**src/rtl/fetch_unit.sv**
```systemverilog
// ============================================================================
// fetch_unit
// ----------------------------------------------------------------------------
// Instruction-fetch stage of the 5-stage core.
//   - Owns the PC and issues in-order word fetches to instruction memory over
//     a valid/ready request channel. Responses come back in request order,
//     at least one cycle after the request was accepted.
//   - Tags every outstanding request with its PC+4 in a small tag queue.
//   - Buffers returned words together with their PC+4 in a FIFO and presents
//     the FIFO head to IF/ID.
//   - Handles ID-stage stall (hold the presented word) and branch/jump
//     redirect (flush the buffer, discard responses still in flight, refetch).
//
// Parameters
//   RESET_PC    first PC fetched after reset release
//   FIFO_DEPTH  fetch-buffer entries (power of 2, >= 2); also the maximum
//               number of requests in flight
//
// Optional feature (compile-time macro FETCH_PERF_EN)
//   When defined, adds the fetch_count and bubble_count performance counter
//   ports. When undefined, both ports and counters are absent and all other
//   behaviour is identical.
//
// Ports
//   clk             in   1   clock, all state on rising edge
//   reset           in   1   asynchronous, active-low reset (0 = reset)
//   imem_req_valid  out  1   request valid
//   imem_req_ready  in   1   memory accepts request this cycle
//   imem_req_addr   out  32  word-aligned fetch address (= PC)
//   imem_rsp_valid  in   1   response word valid (in request order)
//   imem_rsp_data   in   32  instruction word
//   stall           in   1   ID cannot accept; hold output
//   redirect_valid  in   1   taken branch/jump; flush and refetch
//   redirect_pc     in   32  new PC (bits [1:0] ignored)
//   if_valid        out  1   if_pc_plus4/if_instr hold a fetched instruction
//   if_pc_plus4     out  32  PC+4 of presented instruction (0 when empty)
//   if_instr        out  32  presented instruction (0 when empty)
//   fetch_count     out  32  [FETCH_PERF_EN] instructions accepted by ID
//   bubble_count    out  32  [FETCH_PERF_EN] cycles with !stall && !if_valid
// ============================================================================
module fetch_unit #(
    parameter logic [31:0] RESET_PC   = 32'h0000_0000,
    parameter int          FIFO_DEPTH = 2
) (
    input  logic        clk,
    input  logic        reset,
    output logic        imem_req_valid,
    input  logic        imem_req_ready,
    output logic [31:0] imem_req_addr,
    input  logic        imem_rsp_valid,
    input  logic [31:0] imem_rsp_data,
    input  logic        stall,
    input  logic        redirect_valid,
    input  logic [31:0] redirect_pc,
    output logic        if_valid,
    output logic [31:0] if_pc_plus4,
    output logic [31:0] if_instr
`ifdef FETCH_PERF_EN
    ,
    output logic [31:0] fetch_count,
    output logic [31:0] bubble_count
`endif
);

    // Pointer width for the tag queue and fetch buffer, and a counter width
    // wide enough to hold the value FIFO_DEPTH itself.
    localparam int AW = (FIFO_DEPTH > 1) ? $clog2(FIFO_DEPTH) : 1;
    localparam int CW = AW + 1;
    localparam logic [CW:0] DEPTH_LIMIT = (CW + 1)'(FIFO_DEPTH);

    typedef enum logic [1:0] {
        BOOT  = 2'd0,
        RUN   = 2'd1,
        DRAIN = 2'd2
    } state_t;

    state_t        state;
    state_t        state_next;

    logic [31:0]   pc;
    logic [31:0]   pc_plus4;
    logic [31:0]   redirect_target;

    // Tag queue: PC+4 of each outstanding request, oldest at tag_rd.
    logic [31:0]   tag_q [FIFO_DEPTH];
    logic [AW-1:0] tag_wr;
    logic [AW-1:0] tag_rd;

    // Fetch buffer: returned words with their PC+4, head at buf_rd.
    logic [31:0]   buf_pc4   [FIFO_DEPTH];
    logic [31:0]   buf_instr [FIFO_DEPTH];
    logic [AW-1:0] buf_wr;
    logic [AW-1:0] buf_rd;
    logic [CW-1:0] buf_count;

    logic [CW-1:0] inflight;
    logic [CW-1:0] inflight_next;
    logic [CW-1:0] drop;
    logic [CW-1:0] drop_next;
    logic [CW:0]   occupancy;

    logic          accept;
    logic          flush;
    logic          push;
    logic          pop;

    // Redirect targets are forced word-aligned.
    assign redirect_target = redirect_pc & 32'hFFFF_FFFC;
    assign pc_plus4        = pc + 32'd4;
    assign imem_req_addr   = pc;

    // Issue limit counts both buffered words and requests still in flight,
    // so every outstanding response is guaranteed a buffer slot.
    assign occupancy = {1'b0, inflight} + {1'b0, buf_count};

    assign accept = imem_req_valid && imem_req_ready;
    assign flush  = (state == RUN) && redirect_valid;

    // A response is kept only in RUN; in DRAIN (and in a flush cycle) it is
    // wrong-path and discarded. Flush also overrides a pop.
    assign push = imem_rsp_valid && (state == RUN) && !redirect_valid;
    assign pop  = if_valid && !stall && !flush;

    // Outstanding-request bookkeeping for the end of this cycle. On a flush
    // every request still in flight after this cycle becomes a drop.
    always_comb begin
        inflight_next = inflight + CW'(accept) - CW'(imem_rsp_valid);
        drop_next     = drop;
        if (flush) begin
            drop_next = inflight_next;
        end else if ((state == DRAIN) && imem_rsp_valid) begin
            drop_next = drop - CW'(1);
        end
    end

    // FSM state register.
    always_ff @(posedge clk or negedge reset) begin
        if (!reset) begin
            state <= BOOT;
        end else begin
            state <= state_next;
        end
    end

    // FSM next-state logic. BOOT gives one idle cycle after reset release.
    // A redirect during DRAIN only moves the PC; draining continues until
    // the last discarded response has returned.
    always_comb begin
        state_next = state;
        case (state)
            BOOT: begin
                state_next = RUN;
            end
            RUN: begin
                if (redirect_valid) begin
                    state_next = (inflight_next != '0) ? DRAIN : RUN;
                end
            end
            DRAIN: begin
                state_next = (drop_next == '0) ? RUN : DRAIN;
            end
            default: begin
                state_next = BOOT;
            end
        endcase
    end

    // FSM outputs. Requests only in RUN, never in a redirect cycle, and only
    // while the buffer plus in-flight requests leave room. The IF/ID side
    // reads the buffer head straight from its registers, zero when empty.
    always_comb begin
        imem_req_valid = 1'b0;
        if ((state == RUN) && !redirect_valid && (occupancy < DEPTH_LIMIT)) begin
            imem_req_valid = 1'b1;
        end
        if_valid    = (buf_count != '0);
        if_pc_plus4 = '0;
        if_instr    = '0;
        if (if_valid) begin
            if_pc_plus4 = buf_pc4[buf_rd];
            if_instr    = buf_instr[buf_rd];
        end
    end

    // PC, tag pointers and in-flight/drop counters. Any redirect moves the
    // PC; the tag queue pops on every response, kept or discarded, so it
    // stays aligned with the memory's in-order response stream.
    always_ff @(posedge clk or negedge reset) begin
        if (!reset) begin
            pc       <= RESET_PC;
            tag_wr   <= '0;
            tag_rd   <= '0;
            inflight <= '0;
            drop     <= '0;
        end else begin
            if (redirect_valid) begin
                pc <= redirect_target;
            end else if (accept) begin
                pc <= pc_plus4;
            end
            if (accept) begin
                tag_wr <= tag_wr + AW'(1);
            end
            if (imem_rsp_valid) begin
                tag_rd <= tag_rd + AW'(1);
            end
            inflight <= inflight_next;
            drop     <= drop_next;
        end
    end

    // Tag storage holds data only; validity is tracked by the pointers.
    always_ff @(posedge clk) begin
        if (accept) begin
            tag_q[tag_wr] <= pc_plus4;
        end
    end

    // Fetch-buffer control. A flush empties the buffer and wins over any
    // push or pop in the same cycle; push and pop together leave the count
    // unchanged.
    always_ff @(posedge clk or negedge reset) begin
        if (!reset) begin
            buf_wr    <= '0;
            buf_rd    <= '0;
            buf_count <= '0;
        end else if (flush) begin
            buf_wr    <= '0;
            buf_rd    <= '0;
            buf_count <= '0;
        end else begin
            if (push) begin
                buf_wr <= buf_wr + AW'(1);
            end
            if (pop) begin
                buf_rd <= buf_rd + AW'(1);
            end
            buf_count <= buf_count + CW'(push) - CW'(pop);
        end
    end

    // Fetch-buffer storage: pairs the returned word with the PC+4 tag of
    // the oldest outstanding request.
    always_ff @(posedge clk) begin
        if (push) begin
            buf_pc4[buf_wr]   <= tag_q[tag_rd];
            buf_instr[buf_wr] <= imem_rsp_data;
        end
    end

`ifdef FETCH_PERF_EN
    // Performance counters: instructions handed to ID and unstalled empty
    // cycles (the BOOT cycle counts as a bubble). Both wrap freely.
    always_ff @(posedge clk or negedge reset) begin
        if (!reset) begin
            fetch_count  <= '0;
            bubble_count <= '0;
        end else begin
            if (pop) begin
                fetch_count <= fetch_count + 32'd1;
            end
            if (!stall && !if_valid) begin
                bubble_count <= bubble_count + 32'd1;
            end
        end
    end
`endif

    // A response with nothing outstanding means the memory side is broken,
    // and a push into a full buffer would mean the issue limit failed.
    rsp_needs_inflight: assert property (
        @(posedge clk) disable iff (!reset)
        imem_rsp_valid |-> (inflight != '0)
    );

    push_has_space: assert property (
        @(posedge clk) disable iff (!reset)
        push |-> ({1'b0, buf_count} < DEPTH_LIMIT)
    );

endmodule

```
**config.mk**
```make
export PLATFORM = sky130hd
export DESIGN_NAME = fetch_unit
export DESIGN_NICKNAME = d
export VERILOG_FILES = /design/src/rtl/fetch_unit.sv
export SDC_FILE = /design/constraint.sdc
export NUM_CORES = 1
export LEC_CHECK = 0
export BUFFER_PORTS_ARGS = -buffer_cell sky130_fd_sc_hd__buf_4
export CAP_MARGIN = 5
export CELL_PAD_IN_SITES_DETAIL_PLACEMENT = 1
export CELL_PAD_IN_SITES_GLOBAL_PLACEMENT = 1
export CORE_MARGIN = 3
export CORE_UTILIZATION = 46
export CTS_CLUSTER_SIZE = 40
export DETAILED_ROUTE_END_ITERATION = 7
export MAX_ROUTING_LAYER = met4
export PLACE_DENSITY = 0.78
export SETUP_SLACK_MARGIN = 0.1
export SLEW_MARGIN = 30
export SYNTH_ARGS = -nofsm -noshare
export SYNTH_HDL_FRONTEND = slang
export SYNTH_SLANG_ARGS = --single-unit
```
**constraint.sdc**
```tcl
create_clock -name clk -period 4.59 [get_ports clk]
set_clock_uncertainty 0.15 [all_clocks]
set_input_delay 0.918 -clock clk [delete_from_list [all_inputs] [get_ports clk]]
set_output_delay 0.918 -clock clk [all_outputs]
set_load 0.01 [all_outputs]
```
==> results.toml <==
[power_and_ir_drop]
totalPowerFinal_w = 0.00682
intPower_w = 0.00472
p_leak_nw = 4.60
power_frac_seq = 0.423
vdd_drop_max_uv = 304
clkPwrFrac = 0.283
swShare = 0.309
power.switching_w = 0.00211
comb_power_share = 0.294
power_density_nw_per_um2 = 567

[critical_path]
cp_max_fo = 36
r2r-end = "tag_q[1][17]$_DFFE_PP_"
cp_cell_sequence = "buf_12, mux2i_1, nor2_1, buf_4"
max_stage_delay_ns = 0.84
crit_family = "flip-flops"
worst-setup-path-type = "register to output pin"
r2r_cells = 7
r2r_slack_ns = 1.47
end_kind = "output pin"
startpoint = "buf_rd$_DFFE_PN0P_"
crit_arrival_ns = 2.26
worstPathRequired_ns = 3.52
cpMaxStageDelayCell = "dfrtp_4"
crit_buf_inv = 2
worstSetupStartpointType = "register"
reg2reg_from = "buf_count[0]$_DFF_PN0_"

[run]
drv_cap = 0

[cells_and_area]
final_nets = 926
drive_gt1_frac = 0.299
antenna_cells = 0
final_core_util = 0.585
multi_input_area_sq_um = 2940
fin_area_sq_um = 12000
seqCellArea_sq_um = 6580
area_growth_pct = 22.8
fill_cells = 2030

[route]
vias = 6205
drt-total-wl_microns = 22400
postRouteAntennaNets = 0
via_per_inst = 5.46
routedWlPerCell_microns = 19.7
dr.pass1.iters = 5
drt_iter0_markers = 310
route.detailed.drc = 0

[floorplan]
io_pins = 168
start_util = 0.476
die_w_microns = 152
die_h_microns = 152
rows = 52
core_sq_um = 20600
die_area_sq_um = 23100

[clocking]
insertion_delay_ns = 0.51
cts_hold_buf = 0
cts-root-buf = "clkbuf_16"
cts_resized = 0
cts.sinks = 226
clock_path_buffers = 3
cts_tree = "done"
cts.clk_slew.worst_paths_ns = 0.06
cts_buffers = 24
h-tree-depth = 1
postCtsSetupBuffers = 0

[yosys]
netlist_instances = 695
ys_async_sr_fraction = 0.186
syn_avg_cell_area_sq_um = 14.1
synth-edff-count = 184
synth_seq_cells = 226
synth.distinct_cells = 56
syn_area_sq_um = 9800
synth_flop_cell = "edfxtp_1"
seq_area_frac_synth = 0.671
yosys_warnings = 0

[place]
globalplace.congestion = 0.781
io_buffers = 161
hpwl_microns = 15200
placed_cell_area_sq_um = 11200

[sta]
fmax_ghz = 0.301
hold_violations = 0
period_needed_ns = 3.33
worst_pin_slew_ns = 0.897
drv_slew = 0
finalSetupViolCount = 0
rsz0062_at_grt = "false"
relSlewSlack = 0.398
period_share = 0.725
tns_ns = 0

[grt]
first_global_vias = 6820
grt-ovfl-total = 0
antenna_found_initial = 0
grt_use_total = 0.197
grt_pass1_wl_microns = 36400
grt_max_degree = 67

[outcome]
status = "finished clean"

[min_path]
min_path_type = "primary input to asynchronous set/reset pin"
## worst max-delay path by stage
stage | end | slack (ns) | cells past startpoint
3_3_place_gp | tag_q[1][19]$_DFFE_PP_ | 1.26 | 6
5_1_grt | if_instr[26] | 1.15 | 4
4_1_cts | if_instr[12] | 1.23 | 4
3_5_place_dp | tag_q[1][3]$_DFFE_PP_ | 1.16 | 6
6_report | if_instr[26] | 1.26 | 4
2_1_floorplan | tag_q[0][10]$_DFFE_PP_ | 0.84 | 8
## per-stage QoR
stage	setup WS, ns	hold slack, ns	cells
floorplan	0.838	0.310	698
global placement	1.26	0.359	1093
detailed placement	1.16	0.360	1094
CTS	1.23	0.272	1136
global route	1.15	0.292	1136
finish	1.26	0.257	1136
## cells by family (layout without fill, tap and decap cells)
group | count (synthesis) | in the layout | share of synthesized area
DFF | 226 | 226 | 0.671
buffers and inverters | 56 | 224 | 0.0318
xor gates and xnor gates | 36 | 36 | 0.0322
adders and majority gates | 6 | 6 | 0.00843
other | 1 | 4 | 0.000383
AOI/OAI and AO/OA | 71 | 71 | 0.0487
and+or+nand+nor | 203 | 203 | 0.105
muxes | 96 | 96 | 0.102
## state kept, by name, indices dropped and copies added, names as in the netlist
register / count
buf_count: 2
tag_q: 60
imem_req_addr: 30
drop: 2
buf_instr: 64
buf_pc4: 60
tag_rd: 1
tag_wr: 1
inflight: 2
buf_wr: 1
buf_rd: 1
state: 2
## worst reg2reg max path: stages, from the launching register on
cell     delay, ns
dfrtp_1       0.43
and2_1        0.17
fa_1          0.43
nor2_1        0.16
and3_1        0.30
buf_4         0.30
and2_1        0.62
buf_12        0.26
## power by group through the flow
| stage | combinational (W) | clock [W] | sequential (W) |
|---|---|---|---|
| after floorplan | 0.00128 | 0 | 0.00278 |
| after global placement | 0.00189 | 0 | 0.00294 |
| after detailed placement | 0.00202 | 0 | 0.00292 |
| after CTS | 0.00204 | 0.00197 | 0.00289 |
| after global routing | 0.00220 | 0.00206 | 0.00293 |
| final | 0.00201 | 0.00193 | 0.00289 |
## Yosys cell counts, types with 2 or more instances
master,instances,area (sq um)
xor2_1,9,78.8
xnor2_1,27,236
nand4_1,6,37.5
nand3_4,2,35.0
a32oi_1,3,26.3
nor4_4,2,42.5
mux2_2,32,360
ha_1,5,62.6
or3_1,8,50.1
nand3_1,21,105
buf_6,6,67.6
buf_4,8,60.1
mux2i_1,64,641
clkbuf_1,11,41.3
edfxtp_1,184,5530
o311ai_1,3,26.3
dfrtp_1,42,1050
a31oi_1,8,50.1
a21oi_1,7,35.0
a21o_1,4,30.0
buf_1,8,30.0
nand2_1,37,139
nor2_1,86,323
nand3b_1,2,15.0
nor4_1,2,12.5
and2_1,5,31.3
buf_2,12,60.1
nand2b_1,3,18.8
a221o_1,9,90.1
nor3_1,10,50.1
a22oi_1,7,52.6
and3_1,7,43.8
o21ai_0,25,125
inv_1,8,30.0
## routing by layer
metal,part of all wire,GRT usage,vias up
met1,0.40,0.240,3096
li1,-,-,2876
met2,0.52,0.339,197
met5,0,-,-
met3,0.058,0.0373,36
met4,0.019,0.0518,0
## cells in the final DEF, fill, tap and decap left out, drive strengths merged, types with 2 or more instances in the layout
cell,netlist,routed
edfxtp,184,184
buf,34,173
nor2,87,87
mux2i,64,64
dfrtp,42,42
nand2,37,37
mux2,32,32
clkbuf,12,30
xnor2,27,27
o21ai,25,25
nand3,24,24
nor3,10,10
xor2,9,9
a221o,9,9
inv,9,9
a31oi,8,8
or3,8,8
nand4,8,8
and3,8,8
clkinv,0,8
a21oi,7,7
a22oi,7,7
and2,6,6
ha,5,5
a21o,4,4
conb,1,4
nor4,4,4
nand2b,3,3
a32oi,3,3
o311ai,3,3
bufinv,0,3
nand3b,2,2
nor3b,2,2
## layout make-up
cell class / count / share of cell area
Clock buffer: 30 / 0.0544
Multi-Input combinational cell: 416 / 0.244
Timing Repair Buffer: 173 / 0.111
Clock inverter: 12 / 0.0117
Tap cell: 270 / 0.0281
Sequential cell: 226 / 0.547
Inverter: 9 / 0.00323
Note: power is estimated with default switching activity, not from simulation.
